### config.mk
export PLATFORM = sky130hd
export DESIGN_NAME = serial_tx_flat
export DESIGN_NICKNAME = d
export VERILOG_FILES = /design/src/rtl/serial_tx_if.sv /design/src/rtl/serial_tx.sv /design/src/flat_wrapper.sv
export SDC_FILE = /design/constraint.sdc
export NUM_CORES = 1
export LEC_CHECK = 0
export BUFFER_PORTS_ARGS = -buffer_cell sky130_fd_sc_hd__buf_4
export CORE_MARGIN = 10
export CORE_UTILIZATION = 49
export DETAILED_ROUTE_END_ITERATION = 16
export GPL_TIMING_DRIVEN = 0
export PLACE_DENSITY = 0.84
export SLEW_MARGIN = 30
export SYNTH_ARGS = -nofsm -noshare
export SYNTH_HDL_FRONTEND = slang
export SYNTH_SLANG_ARGS = --single-unit
### constraint.sdc
create_clock -name i_clk -period 1.52 [get_ports i_clk]
set_input_delay 0.152 -clock i_clk [delete_from_list [all_inputs] [get_ports i_clk]]
set_output_delay 0.152 -clock i_clk [all_outputs]
set_load 0.005 [all_outputs]
### src/rtl/serial_tx_if.sv
// rtl/serial_tx_if.sv - parallel word handshake between producer and serial_tx
interface serial_tx_if #(
  parameter int DATA_W = 8
);
  logic [DATA_W-1:0] tx_data;
  logic              tx_valid;
  logic              tx_ready;

  modport master (output tx_data, output tx_valid, input tx_ready);
  modport slave  (input tx_data, input tx_valid, output tx_ready);
endinterface

### src/rtl/serial_tx.sv
// rtl/serial_tx.sv - framed bit-serial transmitter: start 0, DATA_W bits LSB-first, stop 1
module serial_tx #(
  parameter int DATA_W       = 8,
  parameter int CLKS_PER_BIT = 4
) (
  input  logic        i_clk,
  input  logic        i_reset,
  serial_tx_if.slave  s_if,
  output logic        o_tx,
  output logic        o_busy,
  output logic        o_done
);
  localparam int DIV_W = $clog2(CLKS_PER_BIT);
  localparam int BIT_W = $clog2(DATA_W + 1);
  localparam logic [DIV_W-1:0] DIV_LAST = DIV_W'(CLKS_PER_BIT - 1);
  localparam logic [DIV_W-1:0] DIV_PRE  = DIV_W'(CLKS_PER_BIT - 2);
  localparam logic [BIT_W-1:0] BIT_LAST = BIT_W'(DATA_W - 1);

  typedef enum logic [1:0] {ST_IDLE, ST_START, ST_DATA, ST_STOP} state_t;

  state_t            r_state, w_state_nxt;
  logic [DIV_W-1:0]  r_div, w_div_nxt;
  logic [BIT_W-1:0]  r_bit, w_bit_nxt;
  logic [DATA_W-1:0] r_shift, w_shift_nxt;
  logic              r_tx, w_tx_nxt;
  logic              r_done, w_done_nxt;
  logic              w_bit_end;
  logic [DATA_W-1:0] w_shifted;

  assign w_bit_end = (r_div == DIV_LAST);
  assign w_shifted = r_shift >> 1;

  always_ff @(posedge i_clk) begin
    if (i_reset) begin
      r_state <= ST_IDLE;
      r_div   <= '0;
      r_bit   <= '0;
      r_shift <= '0;
      r_tx    <= 1'b1;
      r_done  <= 1'b0;
    end else begin
      r_state <= w_state_nxt;
      r_div   <= w_div_nxt;
      r_bit   <= w_bit_nxt;
      r_shift <= w_shift_nxt;
      r_tx    <= w_tx_nxt;
      r_done  <= w_done_nxt;
    end
  end

  // tx is registered, so each branch loads the level for the clock after the edge
  always_comb begin
    w_state_nxt = r_state;
    w_div_nxt   = w_bit_end ? '0 : r_div + DIV_W'(1);
    w_bit_nxt   = r_bit;
    w_shift_nxt = r_shift;
    w_tx_nxt    = r_tx;
    w_done_nxt  = 1'b0;
    case (r_state)
      ST_IDLE: begin
        w_div_nxt = '0;
        w_tx_nxt  = 1'b1;
        if (s_if.tx_valid) begin
          w_state_nxt = ST_START;
          w_shift_nxt = s_if.tx_data;
          w_bit_nxt   = '0;
          w_tx_nxt    = 1'b0;
        end
      end
      ST_START: begin
        if (w_bit_end) begin
          w_state_nxt = ST_DATA;
          w_bit_nxt   = '0;
          w_tx_nxt    = r_shift[0];
        end
      end
      ST_DATA: begin
        if (w_bit_end) begin
          w_shift_nxt = w_shifted;
          if (r_bit == BIT_LAST) begin
            w_state_nxt = ST_STOP;
            w_tx_nxt    = 1'b1;
          end else begin
            w_bit_nxt = r_bit + BIT_W'(1);
            w_tx_nxt  = w_shifted[0];
          end
        end
      end
      ST_STOP: begin
        if (r_div == DIV_PRE) w_done_nxt = 1'b1;
        if (w_bit_end) begin
          w_state_nxt = ST_IDLE;
          w_tx_nxt    = 1'b1;
        end
      end
      default: begin
        w_state_nxt = ST_IDLE;
        w_tx_nxt    = 1'b1;
      end
    endcase
  end

  assign s_if.tx_ready = (r_state == ST_IDLE);
  assign o_busy        = (r_state != ST_IDLE);
  assign o_tx          = r_tx;
  assign o_done        = r_done;
endmodule

### src/flat_wrapper.sv
// flat-port wrapper written by rule: the top's interface ports become plain ports
module serial_tx_flat 
#(
  parameter int DATA_W       = 8,
  parameter int CLKS_PER_BIT = 4
)
  (i_clk, i_reset, o_tx, o_busy, o_done, s_if_tx_data, s_if_tx_valid, s_if_tx_ready);
  serial_tx_if #(.DATA_W(DATA_W)) s_if_i ();
  input  logic i_clk;
  input  logic i_reset;
  output logic o_tx;
  output logic o_busy;
  output logic o_done;
  input wire logic [$bits(s_if_i.tx_data)-1:0] s_if_tx_data;
  input wire logic [$bits(s_if_i.tx_valid)-1:0] s_if_tx_valid;
  output wire logic [$bits(s_if_i.tx_ready)-1:0] s_if_tx_ready;
  assign s_if_i.tx_data = s_if_tx_data;
  assign s_if_i.tx_valid = s_if_tx_valid;
  assign s_if_tx_ready = s_if_i.tx_ready;
  serial_tx #(.DATA_W(DATA_W), .CLKS_PER_BIT(CLKS_PER_BIT)) u_core (.i_clk(i_clk), .i_reset(i_reset), .s_if(s_if_i), .o_tx(o_tx), .o_busy(o_busy), .o_done(o_done));
endmodule
* After elaboration in Yosys (flattened, before gate mapping)
Index checks and enable logic that the tools add are counted.
Cells by class: add/sub/neg operators 2, equality and inequality tests 12, multiplexer cells 21, bitwise logic cells 1, reduce and logical (&&, ||, !) cells 10
Operators with widths (count):
- $mux 4 | 4
- $mux 8 | 2
- $pmux 8 s2 | 1
- $pmux 4 s3 | 1
- $mux 2 | 5
- $reduce_and 5->1 | 2
- $eq 2x2->1 const B | 4
- $ne 2x1->1 const B | 4
- $pmux 2 s4 | 1
- $mux 1 | 6
- $reduce_and 3->1 | 2
- $add 4x1->4 const B | 1
- $eq 4x3->1 const B | 1
- $ne 2x2->1 const B | 2
- $pmux 1 s4 | 1
- $reduce_bool 2->1 | 2
- $reduce_bool 3->1 | 1
- $reduce_or 3->1 | 1
- $add 2x1->2 const B | 1
- $eq 2x1->1 const B | 1
- $logic_not 2->1 | 1
- $reduce_or 2->1 | 1
- $not 1->1 | 1
Word-level totals: register bits 18, input bits 11, output and inout bits 4

* Logic depth before layout (Yosys ltp)
depth after elaboration 4, mapped depth 8, gate-level depth less buffers 6

* Least setup slack after synthesis
No wires, ideal clock.
kind register to register, from register u_core.r_state[0], to register u_core.r_bit[2], setup time 0.117 ns, arrival 1.570 ns, required time 1.403 ns, slack -0.167 ns, stages on the path, launching flop included 8, path through dfxtp_1 > inv_1 > ha_1 > buf_6 > and4b_4 > nor4_4 > o21ai_1 > a32o_1
On the way: longest elaborated chain between the ends 3, elaborated cells on any way between the ends 10
RTL lines:
- start, declared | line serial_tx.sv:21 | state_t r_state, w_state_nxt;
- start signal, assigned | line serial_tx.sv:42 | r_state <= w_state_nxt;
- $eq 2x2->1 (tied with other cells) | line serial_tx.sv:59 | case (r_state)
- $ne 2x2->1 (no source line) (tied with other cells)
- $reduce_and 5->1 (no source line)
- end signal, assigned | line serial_tx.sv:44 | r_bit <= w_bit_nxt;
- end, declared | line serial_tx.sv:23 | logic [BIT_W-1:0] r_bit, w_bit_nxt;
Several ways; a longest one is shown, not always the timed one. A chain may end at the register's enable or synchronous reset.

* Worst setup path in the final report
from register u_core.r_state[0], to register u_core.r_bit[0]
The elaborated chain is that of the path after synthesis.

==> impl_metrics.toml <==
[synth]
yosys_most_used_dff = "dfxtp_1"
ys_ff_latch = 18
synth-edff-count = 0
ys_warn_count = 0
synthArstFlopShare_pct = 0
yosysSeqAreaShare_pct = 36.6
synth.avg_cell_area_um2 = 10.0
synth_cells = 98
yosysUniqueCellTypes = 32
syn_area_um2 = 983
syn-num-nets = 116

[timing]
skew_ps = 4.70
finalSetupViolations = 8
slew_violations = 0
setup_ws_ps = -76.5
worstMarginPinSlew_ps = 525
rsz0062_at_grt = "true"
finalSetupTns_ps = -365
hold_viol = 0
period_share_pct = 105
max-slew-margin-rel_pct = 65.0
min_period_ps = 1600
fmaxAchievable_ghz = 0.626

[clock_network]
cts.sinks = 18
cts_buffers = 3
cts_root_buffer = "clkbuf_4"
hold_buffers = 0
worst_skew_pair.late_latency_ps = 300
cts_buffer_depth = 2
cts_tree = "yes"
h-tree-depth = 1
clk_pin_slew_worst_paths_ps = 110

[flow_run]
drv_cap = 0

[die]
io_pins = 15
core_mm2 = 0.00194
dieWidth_um = 64.8
core.rowCount = 16
start_util_pct = 50.6
die_h_um = 64.8
die-area_mm2 = 0.00420

[power_and_ir_drop]
internal-power_mw = 1.70
comb_power_share_pct = 60.9
power_leakage_nw = 0.549
finalPower_mw = 2.79
sw_frac_of_total_pct = 38.9
vdd_drop_max_uv = 1270
seq_power_share_pct = 28.0
clkPwrFrac_pct = 11.1
powerDensity_mw_per_mm2 = 2060
p_sw_mw = 1.09

[grt]
antenna_found_initial = 0
grt_usage_pct = 10.8
grt-ovfl-total = 0
grt_pass1_wl_mm = 3.68
grt_pass1_vias = 844
grt_max_degree = 11

[placed_design]
dp_slack_ps = -190
place_congestion = 0.776
dp_hpwl_mm = 1.50
port_buffers = 14

[layout]
antennaDiodeCount = 0
nNetsFinal = 143
drive_above_1_share_pct = 45.2
syn_to_final_growth_pct = 37.8
fill_cells = 142
final_cell_mix = "buf_4 (20), dfxtp_1 (16), nor2_1 (14), mux2i_1 (11)"
final_common_cell = "buf_4"

[outcome]
violations = "negative setup slack"
status = "finished, violations left"

[route]
dr.first_iter.drc_count = 12
drc = 0
antenna_left = 0
drt_pass1_iterations = 4
vias_per_cell = 5.36
vias = 810
finalWirelength_mm = 2.28
wire_per_inst_um = 15.1

[setup_path]
rrSetupSlack_ps = -80
start_kind = "flop"
critPathRequiredTime_ps = 1700
cp-end-kind = "flop"
worstSetupPathType = "reg2reg"
worst_ep_arrival_time_ps = 1780
worstPathMaxFanout = 6

[hold_path]
hold_class = "in2reg"
worst max-delay path, cell delays in order (launching register included):
cell	delay, ps
dfxtp_4	390
inv_4	50
ha_4	180
and4b_4	190
nor4_4	220
buf_4	190
mux2i_1	200
nor2_1	50
state kept, by name, indices dropped and copies added, names as in the netlist:
register        cells
u_core.r_state      2
u_core.o_tx         1
u_core.r_shift      8
u_core.r_bit        4
u_core.o_done       1
u_core.r_div        2
routing by layer:
layer | vias to the layer above | track usage (%) | part of all wire (%)
met5 | - | 0 | 0
met4 | 0 | 4.81 | 1.3
met3 | 4 | 4.12 | 5.1
met2 | 13 | 18.6 | 50
met1 | 389 | 11.4 | 44
li1 | 404 | - | -
timing repair:
action / in CTS / in global routing
cloned: 0 / 0
resized for setup: 11 / 16
setup endpoints to repair: 14 / 15
pin swaps: 4 / 7
buffers inserted: 7 / 2
metrics by stage:
step                      instances  util [%]  area [µm²]  hold WS [ps]
final                           151      69.8        1360           196
after global routing            151      69.8        1360           216
after CTS                       149      66.3        1290           204
after detailed placement        139      59.2        1150           459
after global placement          139      59.2        1150           438
after floorplan                  98         -        1010           383
synthesized netlist by cell type (2+ instances only):
| cell type | count | area share (%) |
|---|---|---|
| buf_6 | 2 | 2.3 |
| clkbuf_1 | 2 | 0.76 |
| inv_1 | 5 | 1.9 |
| a211oi_1 | 4 | 3.1 |
| a211oi_2 | 3 | 3.8 |
| nor4_1 | 2 | 1.3 |
| dfxtp_1 | 18 | 37 |
| nand3_1 | 2 | 1.0 |
| and3b_1 | 2 | 1.8 |
| ha_1 | 7 | 8.9 |
| nor2_1 | 16 | 6.1 |
| nand2b_1 | 2 | 1.3 |
| nor2b_1 | 3 | 1.9 |
| a221oi_1 | 2 | 1.8 |
| mux2i_1 | 11 | 11 |
layout make-up:
| cell class | instances | area (µm²) | area share (%) |
|---|---|---|---|
| Multi-Input combinational cell | 70 | 677 | 50.0 |
| Clock buffer | 4 | 36.3 | 2.68 |
| Buffer | 4 | 26.3 | 1.94 |
| Tap cell | 27 | 33.8 | 2.49 |
| Inverter | 5 | 23.8 | 1.75 |
| Timing Repair Buffer | 23 | 190 | 14.0 |
| Sequential cell | 18 | 368 | 27.1 |
power groups by stage:
stage                     Combinational (mW)  Sequential (mW)  Clock (mW)
final                                   1.70            0.781       0.310
after global routing                    1.83            0.802       0.319
after CTS                               1.54            0.744       0.300
after detailed placement                1.22            0.754           0
after global placement                  1.17            0.745           0
after floorplan                        0.967            0.730           0
path summary, 6_finish.rpt:
path | to | startpoint | cells past startpoint
worst min register to register | u_core.o_tx$_SDFFE_PP1P_ | u_core.o_tx$_SDFFE_PP1P_ | 1
worst max-delay path | u_core.r_bit[0]$_SDFFE_PP0P_ | u_core.r_state[0]$_SDFFE_PP0P_ | 7
worst max register to register | u_core.r_bit[0]$_SDFFE_PP0P_ | u_core.r_state[0]$_SDFFE_PP0P_ | 7
worst min-delay path | u_core.r_shift[2]$_SDFFE_PP0P_ | s_if_tx_data[2] | 3
cell families (layout without fill, tap and decap cells):
group,Yosys count,after routing,synth area share (%)
adders and majority gates,7,7,8.91
and+or+nand+nor,35,35,22.6
buffers and inverters,10,36,5.47
AOI/OAI and AO/OA,17,17,15.1
muxes,11,11,11.2
DFF,18,18,36.6
(Power assumes the default switching activity.)
